==> src/rtl/uart_rx_deframer_if.sv <==
// rtl/uart_rx_deframer_if.sv - serial line, tick and frame outputs of the UART receive deframer
interface uart_rx_deframer_if #(
    parameter int DATA_WIDTH = 8
);
    logic                  BaudTick;
    logic                  RxIn;
    logic [1:0]            ParityType;
    logic [DATA_WIDTH-1:0] RawData;
    logic                  ParityBit;
    logic                  Done;
    logic                  StopError;
    logic                  Busy;

    // master: the deframer itself; slave: line/tick driver and frame consumer
    modport master (
        input  BaudTick,
        input  RxIn,
        input  ParityType,
        output RawData,
        output ParityBit,
        output Done,
        output StopError,
        output Busy
    );

    modport slave (
        output BaudTick,
        output RxIn,
        output ParityType,
        input  RawData,
        input  ParityBit,
        input  Done,
        input  StopError,
        input  Busy
    );
endinterface

==> src/rtl/uart_rx_deframer.sv <==
// rtl/uart_rx_deframer.sv - UART receive deframer: 2-FF line sync, start detect, mid-bit sampling
module uart_rx_deframer #(
    parameter int DATA_WIDTH = 8,
    parameter int OVERSAMPLE = 16
) (
    input  logic                  Clock,
    input  logic                  Reset,
    uart_rx_deframer_if.master    bus
);
    localparam int TW = (OVERSAMPLE > 1) ? $clog2(OVERSAMPLE) : 1;
    localparam int BW = (DATA_WIDTH > 1) ? $clog2(DATA_WIDTH) : 1;
    localparam logic [TW-1:0] TICK_HALF = TW'(OVERSAMPLE / 2 - 1);
    localparam logic [TW-1:0] TICK_LAST = TW'(OVERSAMPLE - 1);
    localparam logic [BW-1:0] BIT_LAST  = BW'(DATA_WIDTH - 1);

    typedef enum logic [2:0] {
        S_IDLE,
        S_START,
        S_DATA,
        S_PARITY,
        S_STOP
    } state_t;

    state_t                state, state_nx;
    logic                  sync1, rx_sync;
    logic [TW-1:0]         tick_cnt, tick_cnt_nx;
    logic [BW-1:0]         bit_cnt, bit_cnt_nx;
    logic [DATA_WIDTH-1:0] shift_reg, shift_nx;
    logic [DATA_WIDTH-1:0] raw_data, raw_data_nx;
    logic                  par_en, par_en_nx;
    logic                  parity_hold, parity_hold_nx;
    logic                  parity_bit, parity_bit_nx;
    logic                  stop_err, stop_err_nx;
    logic                  done, done_nx;

    // RxIn is asynchronous; both stages idle high so reset never looks like a start bit
    always_ff @(posedge Clock) begin
        if (Reset) begin
            sync1   <= 1'b1;
            rx_sync <= 1'b1;
        end else begin
            sync1   <= bus.RxIn;
            rx_sync <= sync1;
        end
    end

    always_ff @(posedge Clock) begin
        if (Reset) begin
            state       <= S_IDLE;
            tick_cnt    <= '0;
            bit_cnt     <= '0;
            shift_reg   <= '0;
            raw_data    <= '0;
            par_en      <= 1'b0;
            parity_hold <= 1'b0;
            parity_bit  <= 1'b0;
            stop_err    <= 1'b0;
            done        <= 1'b0;
        end else begin
            state       <= state_nx;
            tick_cnt    <= tick_cnt_nx;
            bit_cnt     <= bit_cnt_nx;
            shift_reg   <= shift_nx;
            raw_data    <= raw_data_nx;
            par_en      <= par_en_nx;
            parity_hold <= parity_hold_nx;
            parity_bit  <= parity_bit_nx;
            stop_err    <= stop_err_nx;
            done        <= done_nx;
        end
    end

    always_comb begin
        state_nx       = state;
        tick_cnt_nx    = tick_cnt;
        bit_cnt_nx     = bit_cnt;
        shift_nx       = shift_reg;
        raw_data_nx    = raw_data;
        par_en_nx      = par_en;
        parity_hold_nx = parity_hold;
        parity_bit_nx  = parity_bit;
        stop_err_nx    = stop_err;
        done_nx        = 1'b0;

        // Everything but the synchroniser and the Done strobe is frozen between ticks
        if (bus.BaudTick) begin
            case (state)
                S_IDLE: begin
                    if (!rx_sync) begin
                        state_nx    = S_START;
                        tick_cnt_nx = '0;
                        par_en_nx   = (bus.ParityType == 2'b01) || (bus.ParityType == 2'b10);
                    end
                end
                S_START: begin
                    if (tick_cnt == TICK_HALF) begin
                        tick_cnt_nx = '0;
                        bit_cnt_nx  = '0;
                        state_nx    = rx_sync ? S_IDLE : S_DATA;
                    end else begin
                        tick_cnt_nx = tick_cnt + 1'b1;
                    end
                end
                S_DATA: begin
                    if (tick_cnt == TICK_LAST) begin
                        tick_cnt_nx                = '0;
                        shift_nx                   = shift_reg >> 1;
                        shift_nx[DATA_WIDTH-1]     = rx_sync;
                        if (bit_cnt == BIT_LAST) begin
                            bit_cnt_nx = '0;
                            state_nx   = par_en ? S_PARITY : S_STOP;
                        end else begin
                            bit_cnt_nx = bit_cnt + 1'b1;
                        end
                    end else begin
                        tick_cnt_nx = tick_cnt + 1'b1;
                    end
                end
                S_PARITY: begin
                    if (tick_cnt == TICK_LAST) begin
                        tick_cnt_nx    = '0;
                        parity_hold_nx = rx_sync;
                        state_nx       = S_STOP;
                    end else begin
                        tick_cnt_nx = tick_cnt + 1'b1;
                    end
                end
                S_STOP: begin
                    if (tick_cnt == TICK_LAST) begin
                        tick_cnt_nx   = '0;
                        raw_data_nx   = shift_reg;
                        parity_bit_nx = par_en ? parity_hold : 1'b1;
                        stop_err_nx   = ~rx_sync;
                        done_nx       = 1'b1;
                        state_nx      = S_IDLE;
                    end else begin
                        tick_cnt_nx = tick_cnt + 1'b1;
                    end
                end
                default: begin
                    state_nx    = S_IDLE;
                    tick_cnt_nx = '0;
                end
            endcase
        end
    end

    assign bus.RawData   = raw_data;
    assign bus.ParityBit = parity_bit;
    assign bus.StopError = stop_err;
    assign bus.Done      = done;
    assign bus.Busy      = (state != S_IDLE);
endmodule

==> src/flat_wrapper.sv <==
// flat-port wrapper written by rule: the top's interface ports become plain ports
module uart_rx_deframer_flat 
#(
    parameter int DATA_WIDTH = 8,
    parameter int OVERSAMPLE = 16
)
  (Clock, Reset, bus_BaudTick, bus_RxIn, bus_ParityType, bus_RawData, bus_ParityBit, bus_Done, bus_StopError, bus_Busy);
  uart_rx_deframer_if #(.DATA_WIDTH(DATA_WIDTH)) bus_i ();
  input  logic Clock;
  input  logic Reset;
  input wire logic [$bits(bus_i.BaudTick)-1:0] bus_BaudTick;
  input wire logic [$bits(bus_i.RxIn)-1:0] bus_RxIn;
  input wire logic [$bits(bus_i.ParityType)-1:0] bus_ParityType;
  output wire logic [$bits(bus_i.RawData)-1:0] bus_RawData;
  output wire logic [$bits(bus_i.ParityBit)-1:0] bus_ParityBit;
  output wire logic [$bits(bus_i.Done)-1:0] bus_Done;
  output wire logic [$bits(bus_i.StopError)-1:0] bus_StopError;
  output wire logic [$bits(bus_i.Busy)-1:0] bus_Busy;
  assign bus_i.BaudTick = bus_BaudTick;
  assign bus_i.RxIn = bus_RxIn;
  assign bus_i.ParityType = bus_ParityType;
  assign bus_RawData = bus_i.RawData;
  assign bus_ParityBit = bus_i.ParityBit;
  assign bus_Done = bus_i.Done;
  assign bus_StopError = bus_i.StopError;
  assign bus_Busy = bus_i.Busy;
  uart_rx_deframer #(.DATA_WIDTH(DATA_WIDTH), .OVERSAMPLE(OVERSAMPLE)) u_core (.Clock(Clock), .Reset(Reset), .bus(bus_i));
endmodule
==> config.mk <==
export PLATFORM = sky130hd
export DESIGN_NAME = uart_rx_deframer_flat
export DESIGN_NICKNAME = d
export VERILOG_FILES = /design/src/rtl/uart_rx_deframer_if.sv /design/src/rtl/uart_rx_deframer.sv /design/src/flat_wrapper.sv
export SDC_FILE = /design/constraint.sdc
export NUM_CORES = 1
export LEC_CHECK = 0
export CORE_ASPECT_RATIO = 0.6
export CORE_MARGIN = 3
export CORE_UTILIZATION = 38
export DETAILED_ROUTE_END_ITERATION = 16
export HOLD_SLACK_MARGIN = 0.1
export PLACE_DENSITY = 0.65
export SYNTH_ARGS = -nofsm -noshare
export SYNTH_HDL_FRONTEND = slang
export SYNTH_SLANG_ARGS = --single-unit
==> constraint.sdc <==
create_clock -name Clock -period 4.5 [get_ports Clock]
set_input_delay 1.125 -clock Clock [delete_from_list [all_inputs] [get_ports Clock]]
set_output_delay 1.125 -clock Clock [all_outputs]
set_load 0.05 [all_outputs]
==> flow_summary.rst, run 1 <==
.. list-table::
   :header-rows: 1

   * - Metric
     - Value
   * - Mapped Avg Cell Area
     - 9.518 µm²
   * - Max capacitance violation total
     - 0
   * - Post-Synth Simple-Gate Area
     - between 20 and 25%
   * - RSZ-0062 raised after global routing
     - no
   * - Yosys warns
     - 0
   * - Number of failing hold endpoints at the final stage
     - 0
   * - Resize count post-CTS
     - 0
   * - Via count of the first global-routing pass
     - 1,061
   * - Most common flop cell mapped by yosys
     - sky130_fd_sc_hd__dfxtp_1
   * - Leakage component of the power
     - between 0.6 and 0.7 nW
   * - Slew at the pin with the worst max-slew slack
     - 0.5278 ns
   * - Clock-pin transition on the worst setup and hold timing paths
     - 0.07 ns
   * - Number of levels the H-tree was split into
     - 2
   * - CP startpoint kind
     - flop
   * - Die height
     - about 55 µm
   * - Max layer used
     - met4
   * - Violation count after the first detailed-route iteration
     - 81
   * - Final setup violation count
     - 0
   * - Max frequency
     - 317.3 MHz
   * - Clock skew
     - 0.005936 ns
   * - Final period demand of the worst path
     - 3.151 ns
   * - Number of hold buffers added after cts
     - 0
   * - Clock buffers created by TritonCTS
     - 5
   * - Type of destination of the critical path
     - output port
   * - Layout cells sized above 1
     - about 10%
   * - Number of antenna violations at the first check in global routing
     - 0
   * - Die area
     - 0.004911 mm²
   * - Ranking of synthesized cells by area
     - sky130_fd_sc_hd__dfxtp_1 (43%), sky130_fd_sc_hd__mux2i_1 (12%), sky130_fd_sc_hd__nor2_1 (5.6%)
   * - Cell area power density
     - 327.0 mW/mm²
   * - Critical path launch point
     - u_core.state[0]$_SDFFE_PP0P_
   * - Starting Density
     - between 40% and 50%
   * - Final clock period utilization by the worst path
     - a little over two thirds
   * - Critical-path maximum fanout
     - 17
   * - Residual overflow from global routing
     - 0
   * - Setup CP Type
     - flop to output port
   * - Total GRT Usage
     - 13.21%
   * - Routed wire length per instance
     - approximately 14 µm
   * - Placed Cells
     - 218
   * - Post-route core utilization
     - 48.98%
   * - Routed met3 length
     - ~220 µm
   * - Share of flip-flops with an asynchronous set or reset after synthesis
     - 0%
   * - Half-perimeter wire length after placement
     - 2.171 mm
   * - Via Count
     - 1,222
   * - Max-slew headroom
     - 64.51%
   * - Setup ws final
     - 1.349 ns
   * - Fraction of post-synthesis cell area in the top cell type by area
     - 42.58%
   * - Final cell count without fillers
     - 226
   * - Share of the synthesized netlist area taken by xor and xnor gates
     - less than 1%
   * - Overall routed net length
     - slightly above 3 mm
   * - Area growth from synthesis to layout
     - 19.52%
   * - Number of clock sinks
     - 33
   * - Max clock buf depth
     - 2
   * - Fraction of the mapped netlist area in adder cells
     - about 2.4%
   * - Per-cell via count in the routed design
     - 5.407
   * - Floorplan row count
     - 17
   * - Setup TNS
     - 0 ns
   * - Hold Path Origin
     - u_core.sync1$_SDFF_PP1_
   * - Post-Syn Area
     - 0.001551 mm²
   * - Path type of the worst min-delay path
     - flop to flop
   * - Clock latency at the later pin of the worst-skew pair
     - 0.28 ns
   * - Fraction of synthesized area in multiplexers
     - 12.26%
   * - CP Data Required Time
     - ~3.4 ns
   * - Main combinational cell family by area after synthesis
     - simple AND/OR/NAND/NOR gates
   * - Post-synthesis register bit count
     - 33
   * - Antenna Nets Post-Route
     - 0
   * - Number of placed I/O pins
     - 18
   * - Library cell with the largest summed area after synthesis
     - sky130_fd_sc_hd__dfxtp_1
   * - Largest vdd supply drop
     - ~170 µV
   * - Fillcell total
     - 347
   * - Net Count, Synth
     - 172
   * - Outcome
     - complete, no violations
   * - Fin nets
     - 187
   * - N_diodes
     - 0
   * - Cells after synthesis
     - approximately 160
   * - Buffers added on ports
     - 17
   * - Area of the core
     - 0.003786 mm²
   * - Number of slew-limit violations in the final report
     - 0
   * - Remaining routing DRC violations
     - 0
   * - Worst path arrival time
     - 2.03 ns
   * - Sequential cell area fraction in the yosys report
     - 42.58%
   * - Width of the chip
     - 88.49 µm
   * - CTS root buffer
     - sky130_fd_sc_hd__clkbuf_8
   * - Routability cong.
     - 0.8271
   * - Slack of the worst reg-to-reg path
     - 2.63 ns
   * - Largest net degree at the start of global routing
     - 27
   * - Post-CTS Setup Inserts
     - 0
   * - Launching point of the worst reg2reg path
     - u_core.tick_cnt[0]$_SDFFE_PP0P_
   * - Met2 wire length
     - 1.194 mm
   * - CTS tree
     - done
   * - Number of distinct library cells after synthesis
     - between 40 and 50
   * - Placement Setup Slack
     - 1.634 ns
   * - Drt first pass iters
     - 4
   * - EDFF count, synth
     - 0
   * - Synth Area in Compound Gates
     - around 16%
   * - First-pass GRT wire length
     - 5.126 mm
   * - Met1 wire length
     - 1.620 mm
==> cell usage in the layout (no fill, tap or decap), types with 2 or more instances in the layout <==
cell type                         count
sky130_fd_sc_hd__clkdlybuf4s50_1     17
sky130_fd_sc_hd__or2_2                2
sky130_fd_sc_hd__a311oi_1             2
sky130_fd_sc_hd__nand2_1              5
sky130_fd_sc_hd__nand3_1              3
sky130_fd_sc_hd__o31ai_1              2
sky130_fd_sc_hd__buf_4                2
sky130_fd_sc_hd__o21ai_0              5
sky130_fd_sc_hd__o21a_1               2
sky130_fd_sc_hd__nor2_1              23
sky130_fd_sc_hd__nor2b_1              2
sky130_fd_sc_hd__ha_1                 3
sky130_fd_sc_hd__or3b_1               2
sky130_fd_sc_hd__o211ai_1             2
sky130_fd_sc_hd__dfxtp_1             33
sky130_fd_sc_hd__clkbuf_8             5
sky130_fd_sc_hd__nor3_1               6
sky130_fd_sc_hd__mux2i_1             19
sky130_fd_sc_hd__nand3b_1             2
sky130_fd_sc_hd__inv_1                4
sky130_fd_sc_hd__nand4_1              3
sky130_fd_sc_hd__nand2b_1             3
sky130_fd_sc_hd__a21oi_1             10
==> cell usage after synthesis, types with 3 or more instances <==
cell type                  count
sky130_fd_sc_hd__dfxtp_1      33
sky130_fd_sc_hd__nand2_1       5
sky130_fd_sc_hd__nor3_1        6
sky130_fd_sc_hd__o21ai_0       5
sky130_fd_sc_hd__nor2_1       23
sky130_fd_sc_hd__nand3_1       3
sky130_fd_sc_hd__buf_2         3
sky130_fd_sc_hd__mux2i_1      19
sky130_fd_sc_hd__inv_1         4
sky130_fd_sc_hd__nand2b_1      3
sky130_fd_sc_hd__nand4_1       3
sky130_fd_sc_hd__clkbuf_1      6
sky130_fd_sc_hd__a21oi_1      10
sky130_fd_sc_hd__ha_1          3
==> final cells by class <==
type / instances / area [µm²] / area share [%]
tap: 47 / 58.81 / 3.171
sequential: 33 / 660.6 / 35.63
clock buffer: 5 / 68.82 / 3.711
multi-input combinational: 115 / 819.5 / 44.20
timing repair buffer: 19 / 185.2 / 9.987
inverter: 4 / 15.01 / 0.8097
clock inverter: 3 / 46.29 / 2.497
==> worst paths after layout <==
check,endpoint,depth (start not counted)
setup reg to reg,u_core.shift_reg[7]$_SDFFE_PP0P_,6
hold / removal,u_core.rx_sync$_SDFF_PP1_,1
setup / recovery,bus_Busy,3
hold reg to reg,u_core.rx_sync$_SDFF_PP1_,1
==> report_power, final <==
part	switching [mW]	internal, mW
clock network	0.110	0.166
registers	0.00466	0.294
logic	0.0180	0.0135
==> logic make-up after synthesis <==
| kind of cell | after synthesis |
|---|---|
| fa+ha+maj | 3 |
| flops | 33 |
| mux | 19 |
| compound gates | 32 |
| buf+inv | 15 |
| simple gates | 60 |
| xor+xnor | 1 |
==> worst max-delay path, stage by stage, from the launching register on <==
cell and delay [ns]:
sky130_fd_sc_hd__dfxtp_1 0.47, sky130_fd_sc_hd__nor3_1 0.49, sky130_fd_sc_hd__inv_1 0.07, sky130_fd_sc_hd__clkdlybuf4s50_1 0.71
==> through the flow <==
stage               area [µm²]  total power, mW  hold WS [ns]
finish                    1854           0.6064        0.4154
CTS                       1854           0.6145        0.4196
detailed placement        1739           0.3369        0.3991
floorplan                 1551           0.3264        0.3895
global route              1854           0.6322        0.4454
global placement          1739           0.3362        0.3947
==> per-layer routing <==
layer | vias to the layer above | global-route usage (%)
li1 | 623 | -
met2 | 40 | 16.83
met1 | 557 | 20.60
met3 | 2 | 4.769
met5 | - | 0
met4 | 0 | 3.233
Power figures use the tool's default switching activity.
==> inputs of run 2 (changes only) <==
==> constraint.sdc (replaced) <==
create_clock -name Clock -period 3.2 [get_ports Clock]
set_input_delay 0.8 -clock Clock [delete_from_list [all_inputs] [get_ports Clock]]
set_output_delay 0.8 -clock Clock [all_outputs]
set_load 0.05 [all_outputs]
==> run 2 against run 1 <==
Effect of this change:
- die area unchanged
- sequential share of layout area down 0.14 points
- via count down 0.33%
- first-iteration DRC count up 40%
- highest routed layer unchanged
- utilization up 0.20 points
- count of clock-buffer cells in the layout unchanged
- register-to-register slack worse by 1.4 ns
- largest cell class unchanged
- cell area up 0.41%
==> flow_summary.rst, run 2 (same netlist as run 1, synthesis figures left out) <==
.. list-table::
   :header-rows: 1

   * - Metric
     - Value
   * - Outcome
     - complete, no violations
   * - Fillcell total
     - 350
   * - RSZ-0062 raised after global routing
     - no
   * - Fin nets
     - between 150 and 200
   * - Top delay family on crit path
     - buffers and inverters
   * - Residual overflow from global routing
     - 0
   * - Antenna Nets Post-Route
     - 0
   * - Number of slew-limit violations in the final report
     - 0
   * - Commonest non-fill, non-tap cell in the layout
     - sky130_fd_sc_hd__dfxtp_1
   * - Area of the core
     - 0.003786 mm²
   * - Hold WS
     - 0.4099 ns
   * - Number of clock sinks
     - 33
   * - N_diodes
     - 0
   * - Via count of the first global-routing pass
     - about 1,100
   * - Number of antenna violations at the first check in global routing
     - 0
   * - Leakage component of the power
     - 0.6413 nW
   * - Worst-path cell with the longest stage delay
     - sky130_fd_sc_hd__clkdlybuf4s50_1
   * - Clock-pin transition on the worst setup and hold timing paths
     - around 0.080 ns
   * - Final period demand of the worst path
     - 2.803 ns
   * - Relative contribution of sequential cells to total power
     - 47.9%
   * - Half-perimeter wire length after placement
     - 2.237 mm
   * - Resize count post-CTS
     - 0
   * - Met3 Use GR
     - under 10%
   * - Max clock buf depth
     - 2
   * - End of the worst register-to-register path
     - u_core.state[0]$_SDFFE_PP0P_
   * - Number of hold buffers added after cts
     - 0
   * - Most used routing layer
     - met1
   * - Critical-path maximum fanout
     - 14
   * - Setup TNS
     - 0 ns
   * - Final cell count without fillers
     - 227
   * - GR Util met2
     - 18.32%
   * - First-pass GRT wire length
     - 5.375 mm
   * - Width of the chip
     - approximately 90 µm
   * - Routability cong.
     - 0.8238
   * - Post-CTS Setup Inserts
     - 0
   * - Path type of the worst min-delay path
     - flop to flop
   * - Launching point of the worst reg2reg path
     - u_core.state[2]$_SDFFE_PP0P_
   * - Post-route core utilization
     - 49.17%
   * - Largest stage delay on the critical path
     - 0.71 ns
   * - Power Total
     - 0.8690 mW
   * - Setup CP Type
     - flop to output port
   * - Max frequency
     - 356.8 MHz
   * - Switching part of the total power
     - a little under a quarter
   * - Layout cells sized above 1
     - about a tenth
   * - Final clock period utilization by the worst path
     - 87.58%
   * - Remaining routing DRC violations
     - 0
   * - Clock buffers created by TritonCTS
     - 5
   * - Type of destination of the critical path
     - output port
   * - Part of the total power dissipated in the clock network
     - a little under half
   * - Final setup violation count
     - 0
   * - Clock latency at the later pin of the worst-skew pair
     - approximately 0.29 ns
   * - CP startpoint kind
     - flop
   * - Critical path buffers and inverters
     - 2
   * - Relative contribution of combinational cells to total power
     - 5.7%
   * - Slack of the worst reg-to-reg path
     - roughly 1.3 ns
   * - Per-cell via count in the routed design
     - about 5.4
   * - Violation count after the first detailed-route iteration
     - 113
   * - Met1 Track Usage GR
     - roughly a fifth
   * - Number of levels the H-tree was split into
     - 2
   * - Starting Density
     - approximately two fifths
   * - Largest net degree at the start of global routing
     - 22
   * - Area of all placed cells without fillers
     - 0.001862 mm²
   * - Area growth from synthesis to layout
     - 20.00%
   * - Overall routed net length
     - 3.211 mm
   * - Via Count
     - 1,218
   * - Worst path arrival time
     - approximately 2.0 ns
   * - Sequence of cells on the critical path
     - nor3_1 -> inv_1 -> clkdlybuf4s50_1
   * - Routed wire length per instance
     - 14.15 µm
   * - CTS root buffer
     - sky130_fd_sc_hd__clkbuf_8
   * - Clock skew
     - roughly 0.004 ns
   * - Most frequent cells in the layout
     - sky130_fd_sc_hd__dfxtp_1 (33), sky130_fd_sc_hd__nor2_1 (23), sky130_fd_sc_hd__mux2i_1 (19)
   * - Max-slew headroom
     - 63.40%
   * - CTS tree
     - done
   * - Number of cell instances on the worst register-to-register path
     - 4
   * - Number of placed I/O pins
     - 18
   * - Hold Path Origin
     - u_core.sync1$_SDFF_PP1_
   * - Buffers added on ports
     - 17
   * - Die area
     - 0.004911 mm²
   * - Floorplan row count
     - 17
   * - Capture endpoint of the worst hold path
     - u_core.rx_sync$_SDFF_PP1_
   * - Slew at the pin with the worst max-slew slack
     - 0.5443 ns
   * - Area after DPL
     - 0.001747 mm²
   * - Total GRT Usage
     - between 10% and 20%
   * - P_int
     - about 0.67 mW
   * - Depth of the worst hold-timing path
     - 1
   * - Setup ws final
     - 0.3973 ns
   * - Drt first pass iters
     - 5
   * - Die height
     - 55.50 µm
   * - Switching component of the power
     - 0.2022 mW
   * - CP Data Required Time
     - 2.40 ns
   * - Number of failing hold endpoints at the final stage
     - 0
   * - Placed Cells
     - 219
   * - Cell area power density
     - 466.7 mW/mm²
   * - Largest vdd supply drop
     - 212.6 µV
   * - Max capacitance violation total
     - 0
   * - Placement Setup Slack
     - 0.6547 ns
-- run 2: changes by cell type in the layout (fill, tap and decap cells not counted), sizes merged --
| cell | change |
|---|---|
| buf | +1 |
-- run 2: routing by layer --
| metal | vias up | wire length (µm) |
|---|---|---|
| met4 | 0 | 26 |
| met2 | 34 | 1325 |
| met1 | 559 | 1679 |
| met3 | 4 | 180 |
| li1 | 621 | - |
| met5 | - | 0 |
-- run 2: worst max-delay path by stage --
| stage | from | end | cells after the start |
|---|---|---|---|
| 2_1_floorplan | u_core.state[1]$_SDFFE_PP0P_ | bus_Busy | 3 |
| 3_3_place_gp | bus_BaudTick | u_core.shift_reg[7]$_SDFFE_PP0P_ | 6 |
| 3_5_place_dp | bus_BaudTick | u_core.shift_reg[6]$_SDFFE_PP0P_ | 6 |
| 4_1_cts | u_core.state[1]$_SDFFE_PP0P_ | bus_Busy | 3 |
| 5_1_grt | u_core.state[1]$_SDFFE_PP0P_ | bus_Busy | 3 |
| 6_report | u_core.state[1]$_SDFFE_PP0P_ | bus_Busy | 3 |
-- run 2: power by group through the flow --
stage	Combinational (mW)	Sequential (mW)	Clock, mW
after global routing	0.0550	0.417	0.426
final	0.0498	0.416	0.403
after detailed placement	0.0493	0.426	0
after global placement	0.0484	0.426	0
after floorplan	0.0331	0.426	0
after CTS	0.0495	0.416	0.409
-- run 2: layout make-up --
| class | instances | area, µm² | share of cell area, % |
|---|---|---|---|
| Clock buffer | 5 | 68.82 | 3.696 |
| Clock inverter | 3 | 46.29 | 2.487 |
| Inverter | 4 | 15.01 | 0.8064 |
| Multi-Input combinational cell | 115 | 819.5 | 44.02 |
| Sequential cell | 33 | 660.6 | 35.48 |
| Tap cell | 47 | 58.81 | 3.159 |
| Timing Repair Buffer | 20 | 192.7 | 10.35 |
